[src/rtl/dice_pkg.sv]
// Shared definitions for the dice roll capture block and the dice generator.
// Holds face limits, counter widths, the FSM state type and a face validity helper.
package dice_pkg;

    localparam int FACE_MIN = 1;
    localparam int FACE_MAX = 6;
    localparam int FACE_W   = 3;
    localparam int COUNT_W  = 8;
    localparam int TOTAL_W  = 10;

    typedef enum logic [1:0] {
        IDLE    = 2'd0,
        ROLLING = 2'd1,
        REPORT  = 2'd2
    } dice_state_e;

    // A throw is a real face only inside FACE_MIN..FACE_MAX; 0 and 7 are generator faults.
    function automatic logic face_is_valid(input logic [FACE_W-1:0] face);
        return (int'(face) >= FACE_MIN) && (int'(face) <= FACE_MAX);
    endfunction

endpackage

[src/rtl/sat_counter.sv]
// Saturating up-counter with synchronous clear; sticks at all-ones instead of wrapping.
module sat_counter
    import dice_pkg::*;
#(
    parameter int W = COUNT_W
) (
    input  logic         clk,
    input  logic         rst,
    input  logic         clr,
    input  logic         inc,
    output logic [W-1:0] count
);

    logic [W-1:0] count_q;
    logic [W-1:0] count_d;

    always_comb begin
        count_d = count_q;
        if (clr) begin
            count_d = '0;
        end else if (inc && (count_q != '1)) begin
            count_d = count_q + W'(1);
        end
    end

    always_ff @(posedge clk) begin
        if (rst) begin
            count_q <= '0;
        end else begin
            count_q <= count_d;
        end
    end

    assign count = count_q;

endmodule

[src/rtl/dice_roll_capture.sv]
// Captures a dice throw when the roll button is released, presents it with a
// valid/ready handshake and keeps per-face, error and total roll statistics.
//
// state   | meaning
// IDLE    | waiting for the button to be pressed
// ROLLING | button held, generator still tumbling
// REPORT  | result captured and held until accepted downstream
module dice_roll_capture
    import dice_pkg::*;
(
    input  logic               clk,
    input  logic               rst,
    input  logic               button,
    input  logic [FACE_W-1:0]  throw,
    input  logic               res_ready,
    output logic               res_valid,
    output logic [FACE_W-1:0]  res_face,
    output logic               res_error,
    input  logic               count_clr,
    input  logic [2:0]         count_sel,
    output logic [COUNT_W-1:0] count_out,
    output logic [TOTAL_W-1:0] roll_total
);

    dice_state_e         state_q, state_d;
    logic                res_valid_q, res_valid_d;
    logic [FACE_W-1:0]   res_face_q, res_face_d;
    logic                res_error_q, res_error_d;
    logic [TOTAL_W-1:0]  total_q, total_d;

    logic                capture;
    logic                throw_ok;
    logic                cap_valid;
    logic                cap_error;
    logic [COUNT_W-1:0]  face_cnt [FACE_MIN:FACE_MAX];
    logic [COUNT_W-1:0]  err_cnt;

    assign throw_ok = face_is_valid(throw);

    // Throw is frozen once the button is sampled low, so capture needs no settle delay.
    always_comb begin
        state_d     = state_q;
        res_valid_d = res_valid_q;
        res_face_d  = res_face_q;
        res_error_d = res_error_q;
        capture     = 1'b0;
        case (state_q)
            IDLE: begin
                if (button) begin
                    state_d = ROLLING;
                end
            end
            ROLLING: begin
                if (!button) begin
                    capture     = 1'b1;
                    state_d     = REPORT;
                    res_valid_d = 1'b1;
                    res_face_d  = throw;
                    res_error_d = ~throw_ok;
                end
            end
            REPORT: begin
                if (res_ready) begin
                    res_valid_d = 1'b0;
                    state_d     = button ? ROLLING : IDLE;
                end
            end
            default: begin
                state_d     = IDLE;
                res_valid_d = 1'b0;
            end
        endcase
    end

    always_ff @(posedge clk) begin
        if (rst) begin
            state_q     <= IDLE;
            res_valid_q <= 1'b0;
            res_face_q  <= '0;
            res_error_q <= 1'b0;
        end else begin
            state_q     <= state_d;
            res_valid_q <= res_valid_d;
            res_face_q  <= res_face_d;
            res_error_q <= res_error_d;
        end
    end

    assign cap_valid = capture & throw_ok;
    assign cap_error = capture & ~throw_ok;

    for (genvar i = FACE_MIN; i <= FACE_MAX; i++) begin : g_face
        sat_counter #(.W(COUNT_W)) u_face_cnt (
            .clk   (clk),
            .rst   (rst),
            .clr   (count_clr),
            .inc   (cap_valid && (throw == FACE_W'(i))),
            .count (face_cnt[i])
        );
    end

    sat_counter #(.W(COUNT_W)) u_err_cnt (
        .clk   (clk),
        .rst   (rst),
        .clr   (count_clr),
        .inc   (cap_error),
        .count (err_cnt)
    );

    // Error captures are not rolls, so only valid faces advance the total.
    always_comb begin
        total_d = total_q;
        if (count_clr) begin
            total_d = '0;
        end else if (cap_valid) begin
            total_d = total_q + TOTAL_W'(1);
        end
    end

    always_ff @(posedge clk) begin
        if (rst) begin
            total_q <= '0;
        end else begin
            total_q <= total_d;
        end
    end

    always_comb begin
        count_out = '0;
        case (count_sel)
            3'd0: count_out = err_cnt;
            3'd1: count_out = face_cnt[1];
            3'd2: count_out = face_cnt[2];
            3'd3: count_out = face_cnt[3];
            3'd4: count_out = face_cnt[4];
            3'd5: count_out = face_cnt[5];
            3'd6: count_out = face_cnt[6];
            3'd7: count_out = total_q[COUNT_W-1:0];
            default: count_out = '0;
        endcase
    end

    assign res_valid  = res_valid_q;
    assign res_face   = res_face_q;
    assign res_error  = res_error_q;
    assign roll_total = total_q;

endmodule

[config.mk]
export PLATFORM = sky130hd
export DESIGN_NAME = dice_roll_capture
export DESIGN_NICKNAME = d
export VERILOG_FILES = /design/src/rtl/dice_pkg.sv /design/src/rtl/sat_counter.sv /design/src/rtl/dice_roll_capture.sv
export SDC_FILE = /design/constraint.sdc
export NUM_CORES = 1
export LEC_CHECK = 0
export BUFFER_PORTS_ARGS = -buffer_cell sky130_fd_sc_hd__buf_2
export CORE_AREA = 2 2 94 96
export DETAILED_ROUTE_END_ITERATION = 7
export DIE_AREA = 0 0 96 98
export HOLD_SLACK_MARGIN = 0.1
export PLACE_DENSITY = 0.68
export REMOVE_ABC_BUFFERS = 1
export SETUP_SLACK_MARGIN = 0.02
export SYNTH_ARGS = -nofsm -noshare
export SYNTH_HDL_FRONTEND = slang
export SYNTH_SLANG_ARGS = --single-unit
[constraint.sdc]
create_clock -name clk -period 2.9 [get_ports clk]
set_clock_uncertainty 0.05 [all_clocks]
set_input_delay 0 -clock clk [delete_from_list [all_inputs] [get_ports clk]]
set_output_delay 0 -clock clk [all_outputs]
set_load 0.02 [all_outputs]
# [Yosys cells after proc, flatten, opt, wreduce, memory -nomap -nowiden]
# Cells that the tools add are included.
[word_totals] regBits=73 in_bits=11 output_inout_bits=23 word_cells=83
[op_classes] n_addsub=8 magnitude_cmp=2 n_eq_ne=25 muxes=11 bitwise=5 n_reduce_logical=20
[op_table] operator="case mux 8 bit (8 select lines)" n=1
[op_table] operator="adder 8 x 1 -> 8 bit (second input constant)" n=7
[op_table] operator="!= test 8 bit (second input constant)" n=7
[op_table] operator="equality test 3 bit (second input constant)" n=7
[op_table] operator="logical AND 1 bit" n=14
[op_table] operator="equality test 3 x 2 -> 1 bit (second input constant)" n=4
[op_table] operator="adder 10 x 1 -> 10 bit (second input constant)" n=1
[op_table] operator="equality test 3 x 1 -> 1 bit (second input constant)" n=2
[op_table] operator="2-to-1 mux 2 bit" n=3
[op_table] operator="!= test 2 bit (second input constant)" n=3
[op_table] operator="case mux 2 bit (3 select lines)" n=1
[op_table] operator="AND reduction 3 bit" n=2
[op_table] operator="2-to-1 mux 1 bit" n=5
[op_table] operator=">= comparator 3 x 1 -> 1 bit (second input constant)" n=1
[op_table] operator="<= comparator 3 bit (second input constant)" n=1
[op_table] operator="logical NOT 3 bit" n=1
[op_table] operator="NOT 1 bit" n=3
[op_table] operator="case mux 1 bit (3 select lines)" n=1
[op_table] operator="AND 1 bit" n=2
[op_table] operator="equality test 2 x 1 -> 1 bit (second input constant)" n=1
[op_table] operator="equality test 2 bit (second input constant)" n=1
[op_table] operator="logical NOT 2 bit" n=1
[op_table] operator="AND reduction 2 bit" n=1
[op_table] operator="OR reduction 2 bit" n=1

# [Depth between registers and ports, before layout]
# Gate-level depths: netlist (run 1).
[depth] ltp_word=5 ltp_mapped=7 mapped_depth_nobuf=5

# [Modules after synthesis]
# Synthesis (run 1) repeated with hierarchy kept, for this count alone.
[hier_totals] hier_cells=500 hier_area_um2=4381.7
[modules_own_cells] module="sat_counter" n_inst=7 cells_per_inst=47 area_each_um2=435.4 seq_area_each_um2=160.2
[modules_own_cells] module="dice_roll_capture" n_inst=1 cells_per_inst=171 area_each_um2=1333.8 seq_area_each_um2=340.3

# [Worst setup path before layout (run 1)]
# No wires, ideal clock.
[synth_path] path_kind="reg-to-reg" startpoint="register state_q[1]" endpoint="register total_q[7] (netlist: roll_total[7])" setup_time_ps=70 arrival_ps=2141 t_required_ps=2780 slack_ps=638 path_stages_with_launch=8 path_buffers=3 period_less_slack_ps=2262 path_cell_list="dfxtp_1 -> buf_6 -> or3b_1 -> buf_2 -> or4_1 -> buf_2 -> or4_1 -> a21oi_1"
[synth_via] elab_chain_cells=3
[synth_rtl] element="from (decl)" line="dice_roll_capture.sv:25" rtl="dice_state_e state_q, state_d;"
[synth_rtl] element="from (signal assigned)" line="dice_roll_capture.sv:82" rtl="state_q <= state_d;"
[synth_rtl] element="equality test 2 x 1 -> 1 bit" line="dice_roll_capture.sv:47" rtl="case (state_q)"
[synth_rtl] element="2-to-1 mux 1 bit" line="dice_roll_capture.sv:47"
[synth_rtl] element="AND 1 bit" line="dice_roll_capture.sv:89" rtl="assign cap_valid = capture & throw_ok;"
[synth_rtl] element="to (signal assigned)" line="dice_roll_capture.sv:124" rtl="total_q <= total_d;"
[synth_rtl] element="to (decl)" line="dice_roll_capture.sv:29" rtl="logic [TOTAL_W-1:0] total_q, total_d;"
# No other way between the ends.
# A chain may end at the register's enable or synchronous reset.

# [Worst setup path in the final report (run 1)]
[layout_path] startpoint="register state_q[0]" endpoint="register total_q[9] (netlist: roll_total[9])"
# Same word-level chain as after synthesis.

==> results list, run 1 <==
- Counting along the longest clock path gives a buffer depth of 2.
- Of the total power, registers draw ~49%.
- Summed over all layers, the routed wires come to around 11000 um.
- The first global-routing pass estimated roughly 18000 um of wire.
- Setup violations remaining at the end of the flow were counted as 0.
* Endpoint type of the worst setup path: flop
- Leaving out fill and tap cells, the most frequent cell in the layout is sky130_fd_sc_hd__dfxtp_1.
- Worst hold path depth: 2
- Critical Path RT: ~3.1 ns
* Count of distinct cell types in the synthesized netlist: 57
* Number of enable flip-flop cells after synthesis: 0
- Leading register cell type out of synthesis: sky130_fd_sc_hd__dfxtp_1
- For this design, the slowest cell found on the critical path is sky130_fd_sc_hd__or4_1.
* Total congestion overflow: 0
- Area of the die: 0.00941 mm^2
- Fill cell instance count of the final layout: 756
- Status: finished, final reports clean
- Dividing the synthesized area by the synthesized cell count gives between 8 and 9 um^2.
* Die span in y: roughly 100 um
* Vias per cell: around 6.3
- Proportion of synthesized flip-flops having asynchronous set or reset: 0%
- Initial Utilization: about half
* Instance area at placement: roughly 0.0043 mm^2
- Setup TNS: 0 ns
* Router iterations before antenna repair: 5
- After the first detailed-routing iteration, the DRC count stood at around 240.
- Counting flops and latches in the post-synthesis netlist gives between 70 and 80.
* Ratio of final minimum period to clock period: slightly above 80%
* Final Net Count: around 540
- Layout Cell Area excl Fill: 0.00467 mm^2
- The cell area that synthesis handed to floorplanning was around 0.0041 mm^2.
* Cell type group with the largest total delay on the critical path: simple AND/OR/NAND/NOR gates
* Clk pin slew, worst setup/hold paths: roughly 0.080 ns
* Boundary Pins: 34
- The initial antenna violation count is 0.
- Post-synthesis to final-layout area growth: 13.1%
* Leakage power of the design: between 1.5 and 2 nW
- RSZ-0062 raised after global routing: false
- CTS saw 73 sinks.
* Number of instances in the synthesized netlist: just under 500
- Die outline width: approximately 96 um
- Share of the yosys chip area belonging to registers: between 30% and 40%
* Count of antenna-violating nets left after detailed routing: 0
* Via Count: about 4000
* Most frequent cells in the layout: sky130_fd_sc_hd__dfxtp_1 (73), sky130_fd_sc_hd__a21oi_1 (42), sky130_fd_sc_hd__nand2_1 (39), sky130_fd_sc_hd__buf_2 (33), sky130_fd_sc_hd__nand3_1 (32)
* Number of max-slew violations in the final report: 0
- WS Path Type: flop to flop
- Total global routing track utilization: between 20% and 30%
- Max-cap violations: 0
* Largest fanout of any net on the critical path: 9
- Seq. cell area: approximately 0.0015 mm^2
* Hold slack final: 0.427 ns
- In this run the power density over the cells is between 400 and 500 mW/mm^2.
- In the routed design, unresolved DRC markers number 0.
- DP HPWL: 7620 um
- Worst setup SP type: flop
- Buffers added to address setup during post-CTS repair amount to 0.
- Hold violation count in the final report: 0
- Combinational cell fraction of total power: 6.4%
- Buffers and inverters on the worst path: 0
- The tightest min-delay check is of the flop to flop type.
- Switching power: roughly 500 uW
* Worst-path cell chain: or3b_1, or4_1, or4_1, a21oi_1
* Vias in the first global route: 3565
* Number of CTS-inserted buffers: 9
* Worst slew margin relative to its limit: a little over 40%
- Port bufs: 33
- By instance count, the cell type seen most on the critical path is sky130_fd_sc_hd__or4_1.
- Number of H-tree levels: 3
* Clock power frac: 44.9%
* Worst vdd ir: roughly 0.00028 V
- Root buffer cell: sky130_fd_sc_hd__clkbuf_8
- Number of core rows: 34
- For the pin with the worst max-slew slack, the measured transition is slightly below 0.9 ns.
* Area of combinational cells with multiple inputs: about 0.0025 mm^2
* Warning count from the yosys run: 0
- Subtracting the final worst setup slack from the clock period gives around 2.4 ns.
* Area of the placeable core: between 0.008 and 0.009 mm^2
* Routed wire per std cell: around 17 um
- Cell internal power was estimated by the tool at between 1.5 and 2 mW.
* Source-to-sink clock delay at the later pin of the worst-skew pair: around 0.35 ns
- Maximum number of pins on one net before global-route repair: 44
- The repair_antennas step left the layout with diodes totalling 0.
* Proportion of total power due to net switching: approximately a quarter
- Final GP Congestion: 0.877
- Delay of the slowest critical-path stage: 0.67 ns
* CTS tree: built
- The critical path crosses 4 cells after its start point.
* Achievable clock frequency: 0.420 GHz
* Proportion of layout cells with a drive suffix above 1: between 10% and 20%
* Data arrival time of the worst path: 2.60 ns
- The worst register-to-register path has a depth of 4.
cell type report:
type | instances | share of cell area, %
clock buffers | 11 | 3.24
clock inverters | 5 | 1.66
inverters | 12 | 0.965
multi-input cells | 374 | 53.7
flip-flops and latches | 73 | 31.3
well taps | 108 | 2.89
repair buffers | 47 | 6.27
final timing paths:
| kind | startpoint | end | slack [ns] |
|---|---|---|---|
| max | state_q[0]$_SDFFE_PP0P_ | roll_total[9]$_SDFFE_PP0P_ | 0.52 |
| min | res_face[1]$_SDFFE_PP0P_ | res_face[1]$_SDFFE_PP0P_ | 0.43 |
| min reg2reg | res_face[1]$_SDFFE_PP0P_ | res_face[1]$_SDFFE_PP0P_ | 0.43 |
| max reg2reg | state_q[0]$_SDFFE_PP0P_ | roll_total[9]$_SDFFE_PP0P_ | 0.52 |
power by group through the flow:
stage	logic, mW	clock network (mW)	registers (mW)
after detailed placement	0.121	0	1.04
after CTS	0.131	0.936	1.01
after global routing	0.144	0.980	1.01
after floorplan	0.0597	0	1.04
final	0.132	0.933	1.01
after global placement	0.119	0	1.03
through the flow:
step | cells | utilization, % | setup slack, ns | total power, mW
floorplan | 459 | - | 0.560 | 1.10
global placement | 605 | 51.4 | 0.619 | 1.15
detailed placement | 605 | 51.4 | 0.540 | 1.16
CTS | 630 | 55.1 | 0.534 | 2.08
global route | 630 | 55.1 | 0.380 | 2.14
finish | 630 | 55.1 | 0.521 | 2.08
flip-flops by register name, indices dropped and copies added (netlist names):
signal and cells:
g_face.u_face_cnt.count 48, roll_total 10, u_err_cnt.count 8, res_face 3
state_q 2, res_error 1, res_valid 1
metal layers:
metal	GRT usage [%]	vias to the layer above	part of all wire, %
met3	4.24	12	5.4
li1	-	1934	-
met4	6.26	0	0.70
met5	0	-	0
met2	36.5	117	47
met1	35.7	1927	47
cells in the mapped netlist (all sizes together), types with 5 or more instances:
| library cell | count | area share (%) |
|---|---|---|
| o211ai | 8 | 1.5 |
| nand4 | 12 | 1.8 |
| nand3 | 32 | 3.9 |
| a21oi | 42 | 5.1 |
| buf | 5 | 0.70 |
| o21ai | 24 | 2.9 |
| a211oi | 6 | 1.1 |
| o311ai | 6 | 1.3 |
| o31ai | 14 | 2.5 |
| nand2 | 39 | 3.5 |
| xor2 | 5 | 1.1 |
| dfxtp | 73 | 35 |
| or3 | 20 | 3.0 |
| or4 | 18 | 3.3 |
| ha | 8 | 2.4 |
| inv | 12 | 1.1 |
| nor3 | 7 | 0.85 |
| mux2i | 8 | 1.9 |
| mux4 | 8 | 4.4 |
| nor4 | 9 | 1.4 |
| mux2 | 10 | 2.7 |
| o41ai | 7 | 1.5 |
| nor2 | 30 | 2.7 |
| clkbuf | 23 | 2.1 |
repair_timing:
item                                   4_1_cts  5_1_grt
gates resized for setup                      0        0
hold buffers                                 9        0
setup endpoints to repair                    0        0
endpoints found under the hold margin       13        0
worst register-to-register path, delay by kind of cell (launching register included):
kind | cells | cell delay (ns)
AOI/OAI and AO/OA | 1 | 0.15
DFF | 1 | 0.44
and+or+nand+nor | 3 | 1.66
logic make-up (layout without fill, tap and decap cells):
family / count (synthesis) / in the layout / share of synthesized area, %
compound gates: 131 / 131 / 20.7
fa+ha+maj: 8 / 8 / 2.43
mux: 26 / 26 / 9.04
xor+xnor: 6 / 6 / 1.27
flops: 73 / 73 / 35.4
simple gates: 203 / 203 / 27.3
buf+inv: 40 / 75 / 3.88
Power figures use the tool's default switching activity.
==> run 2, diff against run 1 <==
Settings changed: ABC_AREA from default to 1, CORE_AREA 2 2 94 96 to 2 2 97 99, DIE_AREA 0 0 96 98 to 0 0 99 101, PLACE_DENSITY 0.68 to 0.67.
Clock period 2.9 ns to 2.4 ns, I/O delays scaled along.
==> run 2 against run 1 <==
Power is 11% higher; largest power group unchanged; combinational power hardly changed; synthesized cell count is 43% higher; sequential power is 21% higher; largest cell class unchanged; worst setup slack worse by 0.064 ns.
==> results list, run 2 <==
- Status: finished, final reports clean
* Pre-CTS worst setup slack: 0.592 ns (+0.0526 ns)
* Area of the placeable core: 0.00898 mm^2 (+6.0%)
* Count of antenna-violating nets left after detailed routing: 0 (unchanged)
- The signal on the critical path passes through inv_1, nand2_1, nor2_2, nand2_1, a21oi_1, dlygate4sd3_1.
- The simple-gate area share of the yosys netlist is 34.2% (+7.0 points).
- Class of the tightest hold or removal check: primary input to flop
- The number of synthesized flops with an enable pin is 0 (unchanged).
- Minimum setup slack among reg-to-reg paths: 0.46 ns (-0.06 ns)
- The post-route total power was 2.31 mW (+11%).
- Vias in the first global route: 4091 (+15%)
* Count of distinct cell types in the synthesized netlist: 26 (-54%)
- Post-CTS Resized: 0 (unchanged)
- Proportion of synthesized flip-flops having asynchronous set or reset: 0% (unchanged)
- TritonCTS built the clock tree.
- The total of warnings raised by yosys is 0 (unchanged).
- Clock tree buffer depth: 2 (unchanged)
- The I/O pin count was 34 (unchanged).
* Post-synthesis to final-layout area growth: 12.6%
* Leading register cell type out of synthesis: sky130_fd_sc_hd__dfxtp_1
- The total overflow reported by the global router was 0 (unchanged).
- The initial core utilization came to 48.9% (+0.13 points).
* Achievable clock frequency: 0.514 GHz (+22%)
- The xor/xnor cell area share of the yosys netlist was 6.19% (+4.9 points).
- Sorting the synthesized cells by how often they occur yields sky130_fd_sc_hd__nand2_1 (198), sky130_fd_sc_hd__inv_1 (105), sky130_fd_sc_hd__nor2_1 (88).
- WS Path Type: flop to flop
* Top area cells in the synthesized netlist: sky130_fd_sc_hd__dfxtp_1 (33%), sky130_fd_sc_hd__nand2_1 (17%), sky130_fd_sc_hd__inv_1 (9.0%)
- Worst setup SP type: flop
- The count of input and output buffers came to 33 (unchanged).
* Number of core rows: 35 (+2.9%)
- The largest net degree at the start of global routing came to 26 (-41%).
- CTS placed an instance of sky130_fd_sc_hd__clkbuf_8 at the clock tree root.
* Combined area of all synthesized cells: 0.00439 mm^2 (+6.3%)
- The die span in x came to 99 um (+3.1%).
* Vias per cell: 5.08 (-20%)
- Post-CTS setup buffer count: 0 (unchanged)
- Largest family of logic cells by synthesized area: simple AND/OR/NAND/NOR gates
- The global-route wire length before repair is 18800 um (+4.3%).
- The post-DP HPWL was 8310 um (+9.1%).
- Worst-Margin Slew: 0.528 ns (-0.367 ns)
* Seq cells post-synth: 73 (unchanged)
* Via Count: 4356 (+9.2%)
- Proportion of synthesized area in mux cells: 0% (-9.0 points)
- Worst hold path depth: 6 (+4)
- First DRT Iteration DRCs: 196 (-17%)
* Number of max-slew violations in the final report: 0 (unchanged)
- Count leader, synth: sky130_fd_sc_hd__nand2_1
- Setup TNS: 0 ns (unchanged)
- The final routed DRC violation total is 0 (unchanged).
* Delay of the slowest critical-path stage: 0.55 ns (-0.12 ns)
- The number of hold buffers added after cts came to 9 (unchanged).
* Area share of fa/ha/maj cells after synthesis: 2.28% (-0.14 points)
- Worst slew margin relative to its limit: 64.7% (+24 points)
- Routed wire per std cell: 13.0 um (-25%)
- Setup-violating endpoint count in the final report: 0 (unchanged)
- The detailed-route wire length came to 11200 um (+2.4%).
* Critical path's most frequent cell: sky130_fd_sc_hd__nand2_1
- The mean area per synthesized cell was 6.30 um^2 (-26%).
- The number of buffers inserted during clock tree synthesis came to 9 (unchanged).
- Data arrival time of the worst path: 2.20 ns (-0.40 ns)
- The largest individual stage delay along the critical path comes from the cell sky130_fd_sc_hd__dlygate4sd3_1.
* Clock sink count: 73 (unchanged)
- Most common cell after layout, fill and taps aside: sky130_fd_sc_hd__nand2_1
* Worst vdd ir: 0.000246 V (-12%)
* Final Net Count: 761 (+42%)
- The required time reported for the critical path endpoint was 2.65 ns (-0.47 ns).
* Number of instances in the synthesized netlist: 696 (+43%)
- Hold violation count in the final report: 0 (unchanged)
- Complex-gate fraction of the synthesized area: 13.7% (-7.0 points)
* Pwr dens: 467 mW/mm^2 (+4.9%)
- Area of the die: 0.0100 mm^2 (+6.3%)
* Source-to-sink clock delay at the later pin of the worst-skew pair: 0.36 ns (about the same)
- The area fraction of the dominant cell type after synthesis came to 33.3% (-2.1 points).
- Worst R2R Path Depth: 6 (+2)
- The final period utilization was 81.0% (-1.1 points).
- Setup repair after global routing left no endpoint under its margin.
- The overall routing resource usage came to 23.4% (-0.87 points).
* Die span in y: 101 um (+3.1%)
- The initial antenna violation count was 0 (unchanged).
* Share of the yosys chip area belonging to registers: 33.3% (-2.1 points)
* Leakage power of the design: 2.02 nW (+28%)
- Endpoint type of the worst setup path: flop
- The area of the multi-input gates was 0.00247 mm^2 (-1.2%).
- The weighted congestion reported at the end of routability-driven placement is 0.849 (-3.1%).
* Fill cell instance count of the final layout: 904 (+20%)
* Number of H-tree levels: 3 (unchanged)
* Number of diodes added for antenna fixing: 0 (unchanged)
- Number of flip-flops under the largest register name: 48 (unchanged)
- The number of iterations in the first detailed-routing pass came to 5 (unchanged).
- Seq. cell area: 0.00146 mm^2 (unchanged)
- In the layout the commonest cells are sky130_fd_sc_hd__nand2_1 (198), sky130_fd_sc_hd__inv_1 (105), sky130_fd_sc_hd__nor2_1 (88), sky130_fd_sc_hd__dfxtp_1 (73), sky130_fd_sc_hd__a21oi_1 (59).
- The max-capacitance violation count was 0 (unchanged).
- Area leader, netlist: sky130_fd_sc_hd__dfxtp_1
- The share of layout cells above drive strength 1 was 9.38% (-5.9 points).
- Min Clock Period, post-route: 1.94 ns (-0.436 ns)
- The top fanout value on the critical path was 12 (+3).
- The clock transition at the registers of the reported paths was 0.09 ns (about the same).
* Min setup slack post-route: 0.456 ns (-0.0643 ns)
-- run 2: cell count changes after synthesis, moves of 18 or more --
cell,before,now
sky130_fd_sc_hd__nand2_1,39,198
sky130_fd_sc_hd__inv_1,12,105
sky130_fd_sc_hd__or4_1,18,0
sky130_fd_sc_hd__clkbuf_1,23,5
sky130_fd_sc_hd__nor2_1,30,88
sky130_fd_sc_hd__o22ai_1,1,21
sky130_fd_sc_hd__xor2_1,5,30
sky130_fd_sc_hd__or3_1,20,0
-- run 2: final cells by class --
| class | count | share of cell area, % |
|---|---|---|
| Tap cell | 111 | 2.81 |
| Clock inverter | 6 | 1.22 |
| Sequential cell | 73 | 29.6 |
| Inverter | 106 | 8.05 |
| Multi-Input combinational cell | 506 | 50.1 |
| Clock buffer | 9 | 2.51 |
| Timing Repair Buffer | 46 | 5.77 |
-- run 2: path summary, 6_finish.rpt --
| kind | from | end |
|---|---|---|
| worst max-delay path | state_q[1]$_SDFFE_PP0P_ | res_face[2]$_SDFFE_PP0P_ |
| worst min-delay path | throw[2] | g_face[3].u_face_cnt.count[7]$_SDFFE_PP0P_ |
| worst max register to register | state_q[1]$_SDFFE_PP0P_ | res_face[2]$_SDFFE_PP0P_ |
| worst min register to register | res_valid$_SDFFE_PP0P_ | res_valid$_SDFFE_PP0P_ |
-- run 2: critical path: cells and delay by family, from the launching register on --
kind            cells  cell delay, ns
compound gates      1            0.17
buf+inv             2            0.64
flops               1            0.33
simple gates        3            0.69
-- run 2: logic make-up (layout without fill, tap and decap cells) --
kind of cell | count (synthesis) | in the layout
XOR/XNOR | 31 | 31
buffers and inverters | 117 | 167
adder cells (fa/ha/maj) | 8 | 8
AND/OR/NAND/NOR | 357 | 357
flip-flops | 73 | 73
AO/OA/AOI/OAI | 110 | 110
-- run 2: stage by stage --
stage	instances	cell area [um^2]	hold WS [ns]	util [%]
after floorplan	685	4330	0.0191	-
after global routing	857	4940	0.181	55.1
final	857	4940	0.110	55.1
after global placement	833	4670	0.190	52.0
after detailed placement	833	4670	0.195	52.0
after CTS	857	4940	0.116	55.1
-- run 2: layer usage --
metal | track usage, % | vias to the layer above | wire length, um
met2 | 39.7 | 76 | 5400
met4 | 6.64 | 0 | 139
li1 | - | 2305 | -
met1 | 30.7 | 1962 | 5150
met3 | 3.95 | 13 | 470
met5 | 0 | - | 0
-- run 2: report_power, final --
group	internal, mW	switching, mW	leakage, nW
logic	0.0394	0.0906	1.34
clock network	0.469	0.484	0.0909
registers	1.22	0.00598	0.589
total	1.73	0.581	2.02
==> run 3, diff against run 2 <==
Clock period 2.4 ns to 2 ns, I/O delays scaled along.
==> run 3 against run 2 <==
Largest power group unchanged; die area is the same; critical endpoint unchanged; count of clock-buffer cells in the layout rose by 4; non-clock buffer count is 3 higher; clock power rose by 25%; wire length increased by 2.7%; maximum frequency is 5.4% higher; utilization is 0.39 points higher; cell area grew 0.71%.
==> results list, run 3 (synthesis gave the netlist of run 2 again) <==
- Post-synthesis to final-layout area growth: 13.4%
- The setup slack of the critical path after layout was 0.156 ns (-0.301 ns).
- Post-CTS setup buffer count: 0 (unchanged)
- Min Clock Period, post-route: 1.84 ns (-0.0995 ns)
- The required time reported for the critical path endpoint is 2.25 ns (-0.40 ns).
- The final routed DRC violation total is 0 (unchanged).
- The global routing usage on met3 is 4.92% (+0.97 points).
- Proportion of total power due to net switching: 23.8% (-1.4 points)
- Clock tree buffer depth: 2 (unchanged)
* Worst slew margin relative to its limit: 62.1% (-2.6 points)
- The level count of the clock H-tree was 3 (unchanged).
* Number of CTS-inserted buffers: 9 (unchanged)
- The final-report hold violation count came to 0 (unchanged).
- Setup TNS: 0 ns (unchanged)
- Grt met2 use: 43.7% (+4.0 points)
* Boundary Pins: 34 (unchanged)
- Number of core rows: 35 (unchanged)
- Post-CTS Resized: 0 (unchanged)
- The number of iterations in the first detailed-routing pass came to 5 (unchanged).
- The sequential power share is 52.0% (-1.0 points).
- Die outline width: 99 um (unchanged)
* Largest fanout of any net on the critical path: 8 (-4)
* Number of max-slew violations in the final report: 0 (unchanged)
- Number of antenna violations at the first check in global routing: 0 (unchanged)
* Source-to-sink clock delay at the later pin of the worst-skew pair: 0.36 ns (about the same)
- Worst R2R Path Depth: 7 (+1)
- The placeable core area came to 0.00898 mm^2 (unchanged).
- The diode insertion count for antenna repair is 0 (unchanged).
- Maximum number of pins on one net before global-route repair: 18 (-31%)
* Placed cell count: 836 (+0.36%)
- The worst register-to-register path begins at state_q[1]$_SDFFE_PP0P_.
* Worst setup SP type: flop
- The number of flip-flops in the largest register is 48 (unchanged).
- The remaining antenna violation count after routing came to 0 (unchanged).
* CTS tree: built
- Data arrival time of the worst path: 2.09 ns (-0.11 ns)
* Routed wire per std cell: 13.3 um (+2.4%)
- The share of layout cells above drive strength 1 came to 9.48% (+0.096 points).
* Area of the die: 0.0100 mm^2 (unchanged)
- The portion of total power attributed to combinational logic is 5.7% (about the same).
- The max-capacitance violation count came to 0 (unchanged).
* Overall Power: 2.82 mW (+22%)
- Clock sink count: 73 (unchanged)
- DP HPWL: 8530 um (+2.6%)
- Port bufs: 33 (unchanged)
- Ratio of final minimum period to clock period: 92.2% (+11 points)
- The via count came to 4427 (+1.6%).
* Setup-violating endpoint count in the final report: 0 (unchanged)
* Die span in y: 101 um (unchanged)
- Destination of the worst hold path: g_face[3].u_face_cnt.count[4]$_SDFFE_PP0P_
* Final GP Congestion: 0.859 (+1.2%)
- The final standard cell utilization of the core came to 55.4% (+0.39 points).
- The worst supply voltage drop on vdd is 0.000369 V (+50%).
* Vias per cell: 5.15 (+1.3%)
* WS Path Type: flop to flop
- The timing-limited maximum frequency came to 0.542 GHz (+5.4%).
- The initial core utilization came to 48.9% (unchanged).
* Pwr dens: 567 mW/mm^2 (+21%)
- Total global routing track utilization: 24.2% (+0.87 points)
- Clk pin slew, worst setup/hold paths: 0.07 ns (-0.02 ns)
- The global-route wire length before repair was 19400 um (+2.9%).
- Met1 capacity usage during global routing: 29.2% (-1.5 points)
- RSZ-0062 raised after global routing: false
- The detailed-route wire length was 11500 um (+2.7%).
* First DRT Iteration DRCs: 206 (+5.1%)
* Endpoint type of the worst setup path: flop
- The top cell types in the final layout, fill and taps aside, are sky130_fd_sc_hd__nand2_1 (198), sky130_fd_sc_hd__inv_1 (105), sky130_fd_sc_hd__nor2_1 (88), sky130_fd_sc_hd__dfxtp_1 (73), sky130_fd_sc_hd__a21oi_1 (59).
- The total internal power came to 2.15 mW (+25%).
- Worst-Margin Slew: 0.567 ns (+0.0388 ns)
* Clock power frac: 42.2% (+0.9 points)
- The final cell count without fillers is 860 (+0.35%).
- Worst hold path depth: 6 (unchanged)
* Final Net Count: 764 (+0.39%)
- Origin of the worst min-delay path: throw[2]
* Minimum setup slack among reg-to-reg paths: 0.16 ns (-0.30 ns)
* Total congestion overflow: 0 (unchanged)
- Leakage power of the design: 2.04 nW (+1.0%)
* Layout Cell Area excl Fill: 0.00498 mm^2 (+0.71%)
- The minimum setup slack after placement was 0.340 ns (-0.252 ns).
- Vias in the first global route: 4210 (+2.9%)
- Class of the tightest hold or removal check: primary input to flop
- Root buffer cell: sky130_fd_sc_hd__clkbuf_8
- Leaving out fill and tap cells, the most frequent cell in the layout is sky130_fd_sc_hd__nand2_1.
* Switching power: 671 uW (+16%)
- Endpoint of the worst-slack reg-to-reg timing path: res_face[2]$_SDFFE_PP0P_
- Instance area at placement: 0.00469 mm^2 (+0.48%)
- In this run the most used layer during global routing was met2.
- The worst hold margin is 0.109 ns (-0.000933 ns).
* Status: finished, final reports clean
==> run 3: cell count changes in the layout (fill, tap and decap cells not counted), sizes merged <==
cell,previous run,this run
clkinv,3,0
clkbuf,9,13
buf,37,40
clkinvlp,2,1
==> run 3: layout make-up <==
cell class                 instances  area, um^2
clock buffer                      13         159
clock inverter                     2        37.5
fill                             918        4000
inverter                         106         398
multi-input combinational        506        2470
sequential                        73        1460
tap                              111         139
timing repair buffer              49         308
==> run 3: per-layer routing <==
metal,part of all wire [%],up-vias
met4,1.5,0
met3,4.8,17
met2,49,77
met5,0,-
met1,45,2034
li1,-,2299
==> run 3: what timing repair did <==
| action | in CTS | in global routing |
|---|---|---|
| hold buffers | 9 | 0 |
| endpoints found under the hold margin | 26 | 0 |
| endpoints found under the setup margin | 0 | 0 |
==> run 3: critical path: stages (launching register included) <==
cell and delay, ns:
sky130_fd_sc_hd__dfxtp_1 0.33, sky130_fd_sc_hd__inv_1 0.10, sky130_fd_sc_hd__nand2_1 0.09, sky130_fd_sc_hd__nor2_2 0.20
sky130_fd_sc_hd__buf_4 0.21, sky130_fd_sc_hd__nand2_1 0.11, sky130_fd_sc_hd__a21oi_1 0.15, sky130_fd_sc_hd__dlygate4sd3_1 0.56
==> run 3: worst max-delay path by stage <==
| stage | startpoint | to | slack, ns | cells after the start |
|---|---|---|---|---|
| after floorplan | state_q[1]$_SDFFE_PP0P_ | g_face[3].u_face_cnt.count[2]$_SDFFE_PP0P_ | 0.50 | 8 |
| after global placement | state_q[1]$_SDFFE_PP0P_ | g_face[6].u_face_cnt.count[0]$_SDFFE_PP0P_ | 0.46 | 9 |
| after detailed placement | state_q[1]$_SDFFE_PP0P_ | g_face[1].u_face_cnt.count[2]$_SDFFE_PP0P_ | 0.34 | 10 |
| after CTS | state_q[1]$_SDFFE_PP0P_ | res_face[2]$_SDFFE_PP0P_ | 0.25 | 7 |
| after global routing | state_q[1]$_SDFFE_PP0P_ | res_face[2]$_SDFFE_PP0P_ | 0.06 | 7 |
| final | state_q[1]$_SDFFE_PP0P_ | res_face[2]$_SDFFE_PP0P_ | 0.16 | 7 |
==> run 3: power groups by stage <==
stage          Sequential, mW  Clock, mW  Combinational (mW)
2_1_floorplan            1.51          0              0.0749
6_report                 1.47       1.19               0.161
4_1_cts                  1.47       1.22               0.159
3_3_place_gp             1.50          0               0.144
5_1_grt                  1.47       1.26               0.179
3_5_place_dp             1.50          0               0.147
